## src/rtl/sigmoid_share_pkg.sv

```systemverilog
// Shared constants and types for the shared sigmoid pipeline arbiter.
package sigmoid_share_pkg;
  localparam logic [15:0] FP16_ZERO = 16'h0000;
  localparam logic [15:0] FP16_HALF = 16'h3800;
  localparam logic [15:0] FP16_ONE  = 16'h3C00;

  localparam int SIGMOID_LAT_A10 = 5;
  localparam int SIGMOID_LAT_S10 = 8;

  // The entry ID field is wide enough for the largest supported requester count (16).
  localparam int RSP_ID_W = 4;

  typedef struct packed {
    logic [RSP_ID_W-1:0] id;
    logic [15:0]         data;
  } rsp_entry_t;
endpackage

```

## src/rtl/sigmoid_rsp_fifo.sv

```systemverilog
// Show-ahead response FIFO: the head entry is always presented from flops, and occupancy is reported.
module sigmoid_rsp_fifo #(
  parameter int W     = 20,
  parameter int DEPTH = 8,
  parameter int CNT_W = $clog2(DEPTH+1)
) (
  input  logic             clock,
  input  logic             areset,
  input  logic             push,
  input  logic [W-1:0]     din,
  input  logic             pop,
  output logic [W-1:0]     dout,
  output logic             valid,
  output logic [CNT_W-1:0] occ
);
  localparam int PTR_W = (DEPTH > 1) ? $clog2(DEPTH) : 1;

  logic [W-1:0]     mem [DEPTH];
  logic [PTR_W-1:0] wr_ptr, rd_ptr;
  logic             do_pop;

  assign do_pop = pop && valid;

  function automatic logic [PTR_W-1:0] ptr_inc(input logic [PTR_W-1:0] p);
    return (p == PTR_W'(DEPTH-1)) ? '0 : p + PTR_W'(1);
  endfunction

  // Storage is reset so the outputs read as zero after reset.
  always_ff @(posedge clock or posedge areset) begin
    if (areset) begin
      wr_ptr <= '0;
      rd_ptr <= '0;
      occ    <= '0;
      for (int i = 0; i < DEPTH; i++) mem[i] <= '0;
    end else begin
      if (push) begin
        mem[wr_ptr] <= din;
        wr_ptr      <= ptr_inc(wr_ptr);
      end
      if (do_pop) rd_ptr <= ptr_inc(rd_ptr);
      case ({push, do_pop})
        2'b10:   occ <= occ + CNT_W'(1);
        2'b01:   occ <= occ - CNT_W'(1);
        default: occ <= occ;
      endcase
    end
  end

  assign dout  = mem[rd_ptr];
  assign valid = (occ != '0);
endmodule

```

## src/rtl/sigmoid_share_arb.sv

```systemverilog
// Round-robin sharing of one fixed-latency FP16 sigmoid core, with ID tracking and a credit-guarded response FIFO.
module sigmoid_share_arb
  import sigmoid_share_pkg::*;
#(
  parameter int NUM_REQ    = 4,
  parameter int LATENCY    = SIGMOID_LAT_A10,
  parameter int FIFO_DEPTH = 8,
  parameter int ID_W       = $clog2(NUM_REQ)
) (
  input  logic                  clock,
  input  logic                  areset,
  input  logic [NUM_REQ-1:0]    req_valid,
  output logic [NUM_REQ-1:0]    req_ready,
  input  logic [NUM_REQ*16-1:0] req_data,
  output logic [15:0]           core_a,
  input  logic [15:0]           core_q,
  output logic                  rsp_valid,
  input  logic                  rsp_ready,
  output logic [ID_W-1:0]       rsp_id,
  output logic [15:0]           rsp_data,
  output logic                  busy
);
  localparam int CNT_W = $clog2(FIFO_DEPTH+1);

  logic [NUM_REQ-1:0][15:0]  lane_data;
  logic [ID_W-1:0]           ptr, gnt_id, cand;
  logic                      gnt_vld, can_issue, issue, push, pop;
  logic [CNT_W-1:0]          inflight, occ;
  logic [LATENCY:0]          vld_pipe;
  logic [LATENCY:0][ID_W-1:0] id_pipe;
  rsp_entry_t                push_ent, head;
  logic                      unused_id_bits;

  assign lane_data = req_data;

  // A same-cycle pop is not credited, so the FIFO can never overflow.
  assign can_issue = ({1'b0, occ} + {1'b0, inflight}) < (CNT_W+1)'(FIFO_DEPTH);

  always_comb begin
    gnt_vld = 1'b0;
    gnt_id  = '0;
    cand    = '0;
    for (int o = 1; o <= NUM_REQ; o++) begin
      cand = ID_W'((int'(ptr) + o) % NUM_REQ);
      if (!gnt_vld && req_valid[cand]) begin
        gnt_vld = 1'b1;
        gnt_id  = cand;
      end
    end
  end

  assign issue = can_issue && gnt_vld;

  always_comb begin
    req_ready = '0;
    if (issue) req_ready[gnt_id] = 1'b1;
  end

  // vld_pipe[0] lines up with core_a; vld_pipe[LATENCY] lines up with core_q.
  always_ff @(posedge clock or posedge areset) begin
    if (areset) begin
      ptr      <= ID_W'(NUM_REQ-1);
      core_a   <= FP16_ZERO;
      vld_pipe <= '0;
      id_pipe  <= '0;
      inflight <= '0;
    end else begin
      if (issue) ptr <= gnt_id;
      core_a   <= issue ? lane_data[gnt_id] : FP16_ZERO;
      vld_pipe <= {vld_pipe[LATENCY-1:0], issue};
      id_pipe  <= {id_pipe[LATENCY-1:0], gnt_id};
      case ({issue, push})
        2'b10:   inflight <= inflight + CNT_W'(1);
        2'b01:   inflight <= inflight - CNT_W'(1);
        default: inflight <= inflight;
      endcase
    end
  end

  assign push          = vld_pipe[LATENCY];
  assign push_ent.id   = RSP_ID_W'(id_pipe[LATENCY]);
  assign push_ent.data = core_q;
  assign pop           = rsp_valid && rsp_ready;

  sigmoid_rsp_fifo #(
    .W     ($bits(rsp_entry_t)),
    .DEPTH (FIFO_DEPTH)
  ) u_fifo (
    .clock  (clock),
    .areset (areset),
    .push   (push),
    .din    (push_ent),
    .pop    (pop),
    .dout   (head),
    .valid  (rsp_valid),
    .occ    (occ)
  );

  assign rsp_id         = head.id[ID_W-1:0];
  assign rsp_data       = head.data;
  assign unused_id_bits = ^head.id;
  assign busy           = (inflight != '0) || (occ != '0);
endmodule

```

## config.mk

```make
export PLATFORM = sky130hd
export DESIGN_NAME = sigmoid_share_arb
export DESIGN_NICKNAME = d
export VERILOG_FILES = /design/src/rtl/sigmoid_share_pkg.sv /design/src/rtl/sigmoid_rsp_fifo.sv /design/src/rtl/sigmoid_share_arb.sv
export SDC_FILE = /design/constraint.sdc
export NUM_CORES = 1
export LEC_CHECK = 0
export BUFFER_PORTS_ARGS = -buffer_cell sky130_fd_sc_hd__clkbuf_2
export CORE_ASPECT_RATIO = 1.75
export CORE_MARGIN = 4
export CORE_UTILIZATION = 45
export DETAILED_ROUTE_END_ITERATION = 8
export PLACE_DENSITY = 0.61
export SYNTH_ARGS = -nofsm -noshare
export SYNTH_HDL_FRONTEND = slang
export SYNTH_SLANG_ARGS = --single-unit
```

## constraint.sdc

```tcl
create_clock -name clock -period 16.3 [get_ports clock]
set_clock_uncertainty 0.15 [all_clocks]
set_input_delay 3.26 -clock clock [delete_from_list [all_inputs] [get_ports clock]]
set_output_delay 3.26 -clock clock [all_outputs]
set_load 0.005 [all_outputs]
```

==> results of run 1 <==
[per-stage QoR]
stage,total power [mW],hold WS [ps],std cells
6_report,2.183,197.2,945
5_1_grt,2.332,209.8,945
4_1_cts,2.220,202.1,945
3_5_place_dp,1.744,185.5,915
3_3_place_gp,1.684,184.5,915
2_1_floorplan,1.493,181.2,568
[worst max-delay path by stage]
stage                 startpoint      endpoint  slack [ps]  depth (start not counted)
floorplan                 areset     core_a[0]        7610                          1
global placement    req_valid[3]  req_ready[2]        7940                          7
detailed placement  req_valid[3]  req_ready[0]        7850                          7
CTS                 req_valid[3]  req_ready[0]        7840                          7
global route        req_valid[3]  req_ready[2]        7670                          7
finish              req_valid[3]  req_ready[0]        7870                          7
[logic make-up after synthesis]
kind of cell / count (synthesis)
multiplexers: 237
flip-flops: 194
buffers and inverters: 42
AND/OR/NAND/NOR: 39
AO/OA/AOI/OAI: 33
adder cells (fa/ha/maj): 14
XOR/XNOR: 9
[final cells by class]
type / instances / area [um^2] / share of cell area
sequential: 194 / 4858 / 0.4685
multi-input combinational: 332 / 3790 / 0.3654
timing repair buffer: 136 / 705.7 / 0.06804
clock buffer: 18 / 429.2 / 0.04138
tap: 241 / 301.5 / 0.02907
clock inverter: 12 / 231.5 / 0.02232
inverter: 12 / 55.05 / 0.005308
[power by group through the flow]
stage	logic [mW]	clock network, mW	registers, mW
after detailed placement	0.855	0	0.889
after CTS	0.858	0.480	0.881
after floorplan	0.688	0	0.805
final	0.836	0.468	0.879
after global routing	0.924	0.499	0.910
after global placement	0.820	0	0.863
[flip-flops by register name, indices dropped and copies added (netlist names)]
register       count
core_a            16
id_pipe           12
inflight           4
ptr                2
u_fifo.mem       144
u_fifo.occ         4
u_fifo.rd_ptr      3
u_fifo.wr_ptr      3
vld_pipe           6
[cells in the mapped netlist (3+ instances only)]
cell / n / area share
buf_2: 16 / 0.0090
xnor2_1: 3 / 0.0030
o21ai_0: 5 / 0.0028
mux4_2: 36 / 0.091
dfrtp_1: 192 / 0.54
o22ai_1: 16 / 0.011
nor2_1: 7 / 0.0030
clkbuf_1: 5 / 0.0021
inv_1: 11 / 0.0047
xor2_1: 6 / 0.0059
nand2b_1: 3 / 0.0021
mux2_2: 167 / 0.21
buf_4: 8 / 0.0068
nand2_1: 10 / 0.0042
ha_1: 13 / 0.018
mux2i_1: 34 / 0.038
nor3b_1: 3 / 0.0025
a21oi_1: 3 / 0.0017
[worst reg2reg max path: stages, from the launching register on]
cell and delay (ps):
dfrtp_1 410, ha_1 290, or3_1 420, a221oi_4 340, inv_1 130, ha_1 290
xor2_1 170, ha_1 190, a21oi_1 150, xor2_1 160, nor2_1 60, xor2_1 140
[layer usage]
layer  wire length [um]  vias to the layer above  GRT usage
met3                732                       12    0.03623
li1                   -                     2354          -
met5                  0                        -          0
met2              10160                      127     0.3162
met1               7613                     2685     0.2183
met4                186                        0    0.04800
==> flow_summary.ini, run 1 <==
[power_and_ir_drop]
powerDensity_mw_per_mm2 = 210.4
p_sw_mw = 0.6725
clockPowerShare = 0.214
peakVddDrop_mv = 0.1138
power_frac_comb = 0.383
swShare = 0.3081
seqPwrFrac = 0.403
power_leakage_nw = 4.689
p_int_mw = 1.510

[clocking]
cts_max_level = 4
ctsHoldBuffers = 0
clock_latency_ps = 420
postCtsSetupRepairBufs = 0
clkSlewWorstSetupHoldPaths_ps = 70
cts_resized = 0
cts_tree = built
cts-buffers-inserted = 17
cts-root-buf = clkbuf_16
cts_sinks = 194
cts.path.max_buffers = 2

[die]
rows = 67
ios = 127
dieArea_mm2 = 0.02209
initial_utilization = 0.4597
core_area_mm2 = 0.01928
die_w_um = 114.1
die_y_um = 193.7

[synthesis]
syn_avg_cell_area_um2 = 15.60
synth_top_family_by_area = multiplexers
synth_compound_area_frac = 0.02612
ys_seq_area_frac = 0.5480
synth_xor_area_frac = 0.008893
synth_edf_count = 0
ys.flop_type = dfrtp_1
syn_inst = 568
async_reset_ff_frac = 1.000
synth_fa_ha_area_frac = 0.02061
synthSimpleGateAreaFrac = 0.02880
ys_types = 43
synth-seq-cells = 194
synthMuxAreaShare = 0.3420
synth_area_mm2 = 0.008864
synth_nets = 669
yosys_warnings = 0

[sta]
max_slew.worst_pin.slew_ps = 1106
finalHoldViolCount = 0
period_minus_slack_ps = 8433
setup_slack_ps = 7867
layout_worst_path_cycle_share = 0.5173
slew_violations = 0
setup_violations = 0
slew_headroom = 0.2586
rsz0062_at_grt = no
clock.fmax_ghz = 0.1186
setup-tns-final_ps = 0

[detailed_routing]
num_vias = 5178
dr.first_iter.drc_count = 208
drc_errors = 0
viasPerCell = 5.479
drt_pass1_iterations = 4
wl_mm = 18.69
wl_per_cell_um = 19.78
ant_nets = 0

[cells_and_area]
layout_commonest_cell = dfrtp_1
nFillCells = 1590
drive_gt1_frac = 0.5483
final_cell_mix = 191 x dfrtp_1, 167 x mux2_2, 126 x clkbuf_2
stdcell_area_mm2 = 0.01037
synthToLayoutAreaGrowth_pct = 17.01
finalNetCount = 794
final_util = 0.5379
n_antenna_cell = 0

[worst_setup_path]
critPathBufInv = 2
cp_cell_sequence = clkbuf_2 > nor3b_1 > a31oi_1 > o221a_2 > nand2_1 > nor2_1 > clkbuf_2
critPathRequiredTime_ps = 12890
reg2reg_from = inflight[3]
startpoint_type = input port
slowest_stage = o221a_2
worstPathArrival_ps = 5020
critPathMaxFanout = 24
critical-path-top-delay-family = compound AO/OA/AOI/OAI gates
end_kind = primary output
r2r_cells = 11
critical_path.most_common_cell = clkbuf_2
crit_type = input port to primary output
cpPeakStageDelay_ps = 690
worstReg2RegEnd = inflight[2]
r2r_setup_slack_ps = 13260

[place]
port_buffers = 126
dpl_cell_area_mm2 = 0.009711
place.gp.congestion = 0.7662
dp_worst_setup_slack_ps = 7847
dp.final_hpwl_mm = 12.37

[global_routing]
antenna_found_initial = 0
grt_pass1_vias = 5799
grt_pass1_wl_mm = 30.81
grt_max_degree = 116
overflow = 0
gr-usage-all-layers = 0.1781

[min_path]
min_path_type = flip-flop to flip-flop
whs_endpoint = vld_pipe[3]
hold_start = vld_pipe[2]
whs_path_depth = 0

[flow_run]
max-cap-violations = 0

[status]
run_status = completed
(Power assumes the default switching activity.)
==> run 2: changes to the inputs <==
--- a/config.mk
+++ b/config.mk
@@ -5,6 +5,7 @@
 export SDC_FILE = /design/constraint.sdc
 export NUM_CORES = 1
 export LEC_CHECK = 0
+export ABC_AREA = 1
 export BUFFER_PORTS_ARGS = -buffer_cell sky130_fd_sc_hd__clkbuf_2
 export CORE_ASPECT_RATIO = 1.75
 export CORE_MARGIN = 4
==> constraint.sdc (replaced) <==
create_clock -name clock -period 8.5 [get_ports clock]
set_clock_uncertainty 0.15 [all_clocks]
set_input_delay 1.7 -clock clock [delete_from_list [all_inputs] [get_ports clock]]
set_output_delay 1.7 -clock clock [all_outputs]
set_load 0.005 [all_outputs]
==> flow_summary.ini, run 2 <==
[sta]
clock.fmax_ghz = 0.1926
max_slew.worst_pin.slew_ps = 1018
finalHoldViolCount = 0
period_minus_slack_ps = 5191
rsz0062_at_grt = no
setup_violations = 0
setup-tns-final_ps = 0
slew_violations = 0
layout_worst_path_cycle_share = 0.6107
slew_headroom = 0.3210

[global_routing]
overflow = 0
grt_pass1_wl_mm = 39.10
grt_max_degree = 114
antenna_found_initial = 0
grt_pass1_vias = 7675
gr-usage-all-layers = 0.2189

[clocking]
postCtsSetupRepairBufs = 0
cts-root-buf = clkbuf_16
cts_resized = 0
cts.path.max_buffers = 2
clkSlewWorstSetupHoldPaths_ps = 80
cts_max_level = 4
clock_latency_ps = 430
cts-buffers-inserted = 17
cts_sinks = 194
cts_tree = built
ctsHoldBuffers = 0

[cells_and_area]
synthToLayoutAreaGrowth_pct = 14.31
multiInputGateArea_mm2 = 0.003632
drive_gt1_frac = 0.1628
n_antenna_cell = 0
top_register = u_fifo.mem
final_cell_mix = 279 x nand2_1, 193 x o21ai_0, 189 x dfrtp_1
register_area_mm2 = 0.004861
reg.largest.list = u_fifo.mem (144), core_a (16), id_pipe (12)
largest_reg_flops = 144
nFillCells = 1942
layout_commonest_cell = nand2_1
finalNetCount = 1298

[detailed_routing]
drc_errors = 0
wl_mm = 23.52
num_vias = 7690
ant_nets = 0
drt_pass1_iterations = 5
wl_per_cell_um = 16.16
viasPerCell = 5.285
dr.first_iter.drc_count = 511

[power_and_ir_drop]
peakVddDrop_mv = 0.5138
power_leakage_nw = 5.284
totalPowerFinal_mw = 4.436
powerDensity_mw_per_mm2 = 424.6

[die]
initial_utilization = 0.4610
ios = 127
rows = 68
dieArea_mm2 = 0.02274
core_area_mm2 = 0.01982
die_y_um = 196.5
die_w_um = 115.7

[synthesis]
synth_nets = 1206
syn_avg_cell_area_um2 = 8.270
synth_area_mm2 = 0.009139
synthTopCellsByArea = dfrtp_1 53%, nand2_1 11%, o21ai_0 11%
async_reset_ff_frac = 1.000
yosys_warnings = 0
ys.flop_type = dfrtp_1
post-synth-top-area-cell = dfrtp_1
synth-seq-cells = 194
ys_top_cells_by_count = 279 x nand2_1, 193 x o21ai_0, 192 x dfrtp_1
yosysTopAreaCellShare = 0.5257
syn_inst = 1105
ys_types = 37
synth_most_common_cell = nand2_1
synth_edf_count = 0
ys_seq_area_frac = 0.5315

[worst_setup_path]
crit_type = input port to primary output
end_kind = primary output
worstPathArrival_ps = 3340
cp_cell_sequence = clkbuf_2 > nand2_1 > nand2_1 > nand2_2 > nand2_2 > nor2_2 > nand3_2 > nand2_2 > inv_2 > nand2_2 > nor2_1 > clkbuf_2
critical_path.most_common_cell = nand2_2
critPathMaxFanout = 14
critPathRequiredTime_ps = 6650
startpoint_type = input port
slowest_stage = nand2_2
cpPeakStageDelay_ps = 330

[place]
dp.final_hpwl_mm = 15.18
port_buffers = 126
place.gp.congestion = 0.8521

[status]
run_status = completed

[flow_run]
max-cap-violations = 0

[min_path]
min_path_type = flip-flop to flip-flop
run 2: cell count changes after synthesis, moves of 34 or more:
cell and change:
nor2_1 +118, nand2_1 +269, mux2_2 -167, mux2i_1 -34, mux4_2 -36, inv_1 +77
o21ai_0 +188, clkbuf_1 +44
run 2: worst max-delay path: cells and delay by family:
kind	cells	cell delay [ps]
buffers and inverters	3	300
AND/OR/NAND/NOR	9	1350
run 2: final cells by class:
| class | instances | share of cell area |
|---|---|---|
| clock buffers | 20 | 0.04276 |
| clock inverters | 12 | 0.01186 |
| inverters | 94 | 0.03473 |
| multi-input cells | 753 | 0.3477 |
| flip-flops and latches | 194 | 0.4653 |
| well taps | 245 | 0.02934 |
| repair buffers | 137 | 0.06827 |
run 2: final timing paths:
kind | to | cells after the start | slack, ps | from
worst max-delay path | req_ready[2] | 12 | 3310 | req_valid[0]
worst min-delay path | id_pipe[11] | 0 | 200 | id_pipe[9]
worst max register to register | inflight[2] | 16 | 5450 | ptr[0]
worst min register to register | id_pipe[11] | 0 | 200 | id_pipe[9]
max in group asynchronous | u_fifo.mem[97] | 3 | 5370 | areset
min in group asynchronous | u_fifo.occ[1] | 2 | 1230 | areset
run 2: metal layers:
layer / track usage / vias to the layer above / wire (um) / share of wire
li1: - / 3793 / - / -
met5: 0 / - / 0 / 0
met3: 0.03717 / 47 / 1008 / 0.043
met4: 0.09505 / 0 / 805 / 0.034
met1: 0.2622 / 3642 / 9508 / 0.40
met2: 0.3829 / 208 / 12200 / 0.52
run 2: kinds of logic after synthesis:
group,count (synthesis),synth area share
fa+ha+maj,14,0.01999
buf+inv,158,0.07229
simple gates,456,0.2024
compound gates,276,0.1672
flops,194,0.5315
xor+xnor,7,0.006709
run 2: per-stage QoR:
| step | area, um^2 | util | std cells | hold WS (ps) | setup slack [ps] |
|---|---|---|---|---|---|
| 6_report | 10450 | 0.5270 | 1455 | 199.8 | 3309 |
| 5_1_grt | 10450 | 0.5270 | 1455 | 204.4 | 3117 |
| 4_1_cts | 10450 | 0.5270 | 1455 | 202.0 | 3327 |
| 3_5_place_dp | 9876 | 0.4982 | 1423 | 185.6 | 3327 |
| 3_3_place_gp | 9876 | 0.4982 | 1423 | 183.2 | 3376 |
| 2_1_floorplan | 9139 | - | 1105 | 181.2 | 1369 |
run 2: where the power goes:
part	switching (mW)	leakage (nW)	internal (mW)
Sequential	0.323	2.33	1.38
Combinational	1.23	2.68	0.721
Clock	0.367	0.278	0.420
==> run 3: changes to the inputs <==
==> constraint.sdc (replaced) <==
create_clock -name clock -period 4.9 [get_ports clock]
set_clock_uncertainty 0.15 [all_clocks]
set_input_delay 0.98 -clock clock [delete_from_list [all_inputs] [get_ports clock]]
set_output_delay 0.98 -clock clock [all_outputs]
set_load 0.005 [all_outputs]
==> flow_summary.ini, run 3 (synthesized netlist as in run 2, its figures left out) <==
[power_and_ir_drop]
power_leakage_nw = 5.314
powerDensity_mw_per_mm2 = 735.8
peakVddDrop_mv = 0.7060

[worst_setup_path]
reg2reg_from = ptr[0]
r2r_setup_slack_ps = 1840
critPathRequiredTime_ps = 3770
worstPathArrival_ps = 2850
crit_end = rsp_id[0]
cp_cell_sequence = buf_4 > nor2_1 > o32ai_1 > nor2_1 > a31oi_1 > clkbuf_2
end_kind = primary output
worstSetupPathDepth = 6
critPathBufInv = 2
critPathMaxFanout = 40
crit_start = u_fifo.rd_ptr[0]
cpPeakStageDelay_ps = 860
startpoint_type = flip-flop
critical_path.most_common_cell = nor2_1
slowest_stage = dfrtp_2
worstReg2RegEnd = inflight[2]
r2r_cells = 16
critical-path-top-delay-family = flip-flops
crit_type = flip-flop to primary output

[cells_and_area]
finalNetCount = 1303
final_cell_mix = 279 x nand2_1, 193 x o21ai_0, 190 x dfrtp_1
synthToLayoutAreaGrowth_pct = 14.95
layout_commonest_cell = nand2_1
largest_reg_flops = 144
reg.largest.list = u_fifo.mem (144), core_a (16), id_pipe (12)
nFillCells = 1916
top_register = u_fifo.mem
n_antenna_cell = 0
drive_gt1_frac = 0.1671

[clocking]
cts_resized = 0
cts_tree = built
cts-root-buf = clkbuf_16
cts-buffers-inserted = 17
ctsHoldBuffers = 0
cts_max_level = 4
cts_sinks = 194
postCtsSetupRepairBufs = 0
cts.path.max_buffers = 2
clock_latency_ps = 440
clkSlewWorstSetupHoldPaths_ps = 80

[die]
die_w_um = 115.7
initial_utilization = 0.4610
core_area_mm2 = 0.01982
dieArea_mm2 = 0.02274
die_y_um = 196.5
rows = 68
ios = 127

[global_routing]
overflow = 0
grt_max_degree = 191
antenna_found_initial = 0
gr-usage-all-layers = 0.2146
grt_pass1_wl_mm = 38.28
grt_pass1_vias = 7572

[detailed_routing]
ant_nets = 0
wl_per_cell_um = 15.81
drc_errors = 0
dr.first_iter.drc_count = 621
num_vias = 7632
viasPerCell = 5.227
wl_mm = 23.09
drt_pass1_iterations = 4

[sta]
slew_violations = 0
setup-tns-final_ps = 0
setup_slack_ps = 917.5
slew_headroom = 0.3066
period_minus_slack_ps = 3983
rsz0062_at_grt = no
finalHoldViolCount = 0
max_slew.worst_pin.slew_ps = 1040
layout_worst_path_cycle_share = 0.8128
clock.fmax_ghz = 0.2511
setup_violations = 0

[place]
dp_worst_setup_slack_ps = 1170
dp.final_hpwl_mm = 15.41
port_buffers = 126
place.gp.congestion = 0.8912

[flow_run]
max-cap-violations = 0

[min_path]
min_path_type = flip-flop to flip-flop

[status]
run_status = completed
==> run 3: metal layers <==
| metal | wire length (um) | GRT usage | up-vias |
|---|---|---|---|
| met3 | 1076 | 0.04424 | 32 |
| li1 | - | - | 3801 |
| met2 | 12360 | 0.3832 | 174 |
| met4 | 611 | 0.08430 | 0 |
| met5 | 0 | 0 | - |
| met1 | 9039 | 0.2487 | 3625 |
==> run 3: report_power, final <==
part / internal [mW] / switching [mW]
clock network: 0.733 / 0.643
logic: 1.28 / 2.16
registers: 2.39 / 0.533
total: 4.40 / 3.33
==> run 3: how the worst min path moves through the flow <==
stage / start / to / slack (ps) / depth (start not counted)
after global placement: id_pipe[1] / id_pipe[3] / 180 / 0
final: id_pipe[7] / id_pipe[9] / 200 / 0
after global routing: id_pipe[7] / id_pipe[9] / 200 / 0
after detailed placement: id_pipe[8] / id_pipe[10] / 180 / 0
after floorplan: id_pipe[8] / id_pipe[10] / 180 / 0
after CTS: id_pipe[8] / id_pipe[10] / 200 / 0
==> run 3: through the flow <==
stage	cells	instance area (um^2)	total power [mW]	util	hold WS, ps
4_1_cts	1460	10510	7.836	0.5299	200.6
5_1_grt	1460	10510	8.490	0.5299	201.7
3_3_place_gp	1428	9921	6.354	0.5004	183.5
2_1_floorplan	1105	9143	5.499	-	181.2
3_5_place_dp	1428	9921	6.428	0.5004	184.7
6_report	1460	10510	7.729	0.5299	196.9
==> run 3: area by class of cell <==
class / count / area (um^2) / area share
clock buffers: 18 / 439.2 / 0.04181
clock inverters: 14 / 145.1 / 0.01382
inverters: 94 / 359.1 / 0.03418
multi-input cells: 753 / 3632 / 0.3458
flip-flops and latches: 194 / 4860 / 0.4626
well taps: 245 / 306.5 / 0.02918
repair buffers: 142 / 763.2 / 0.07265
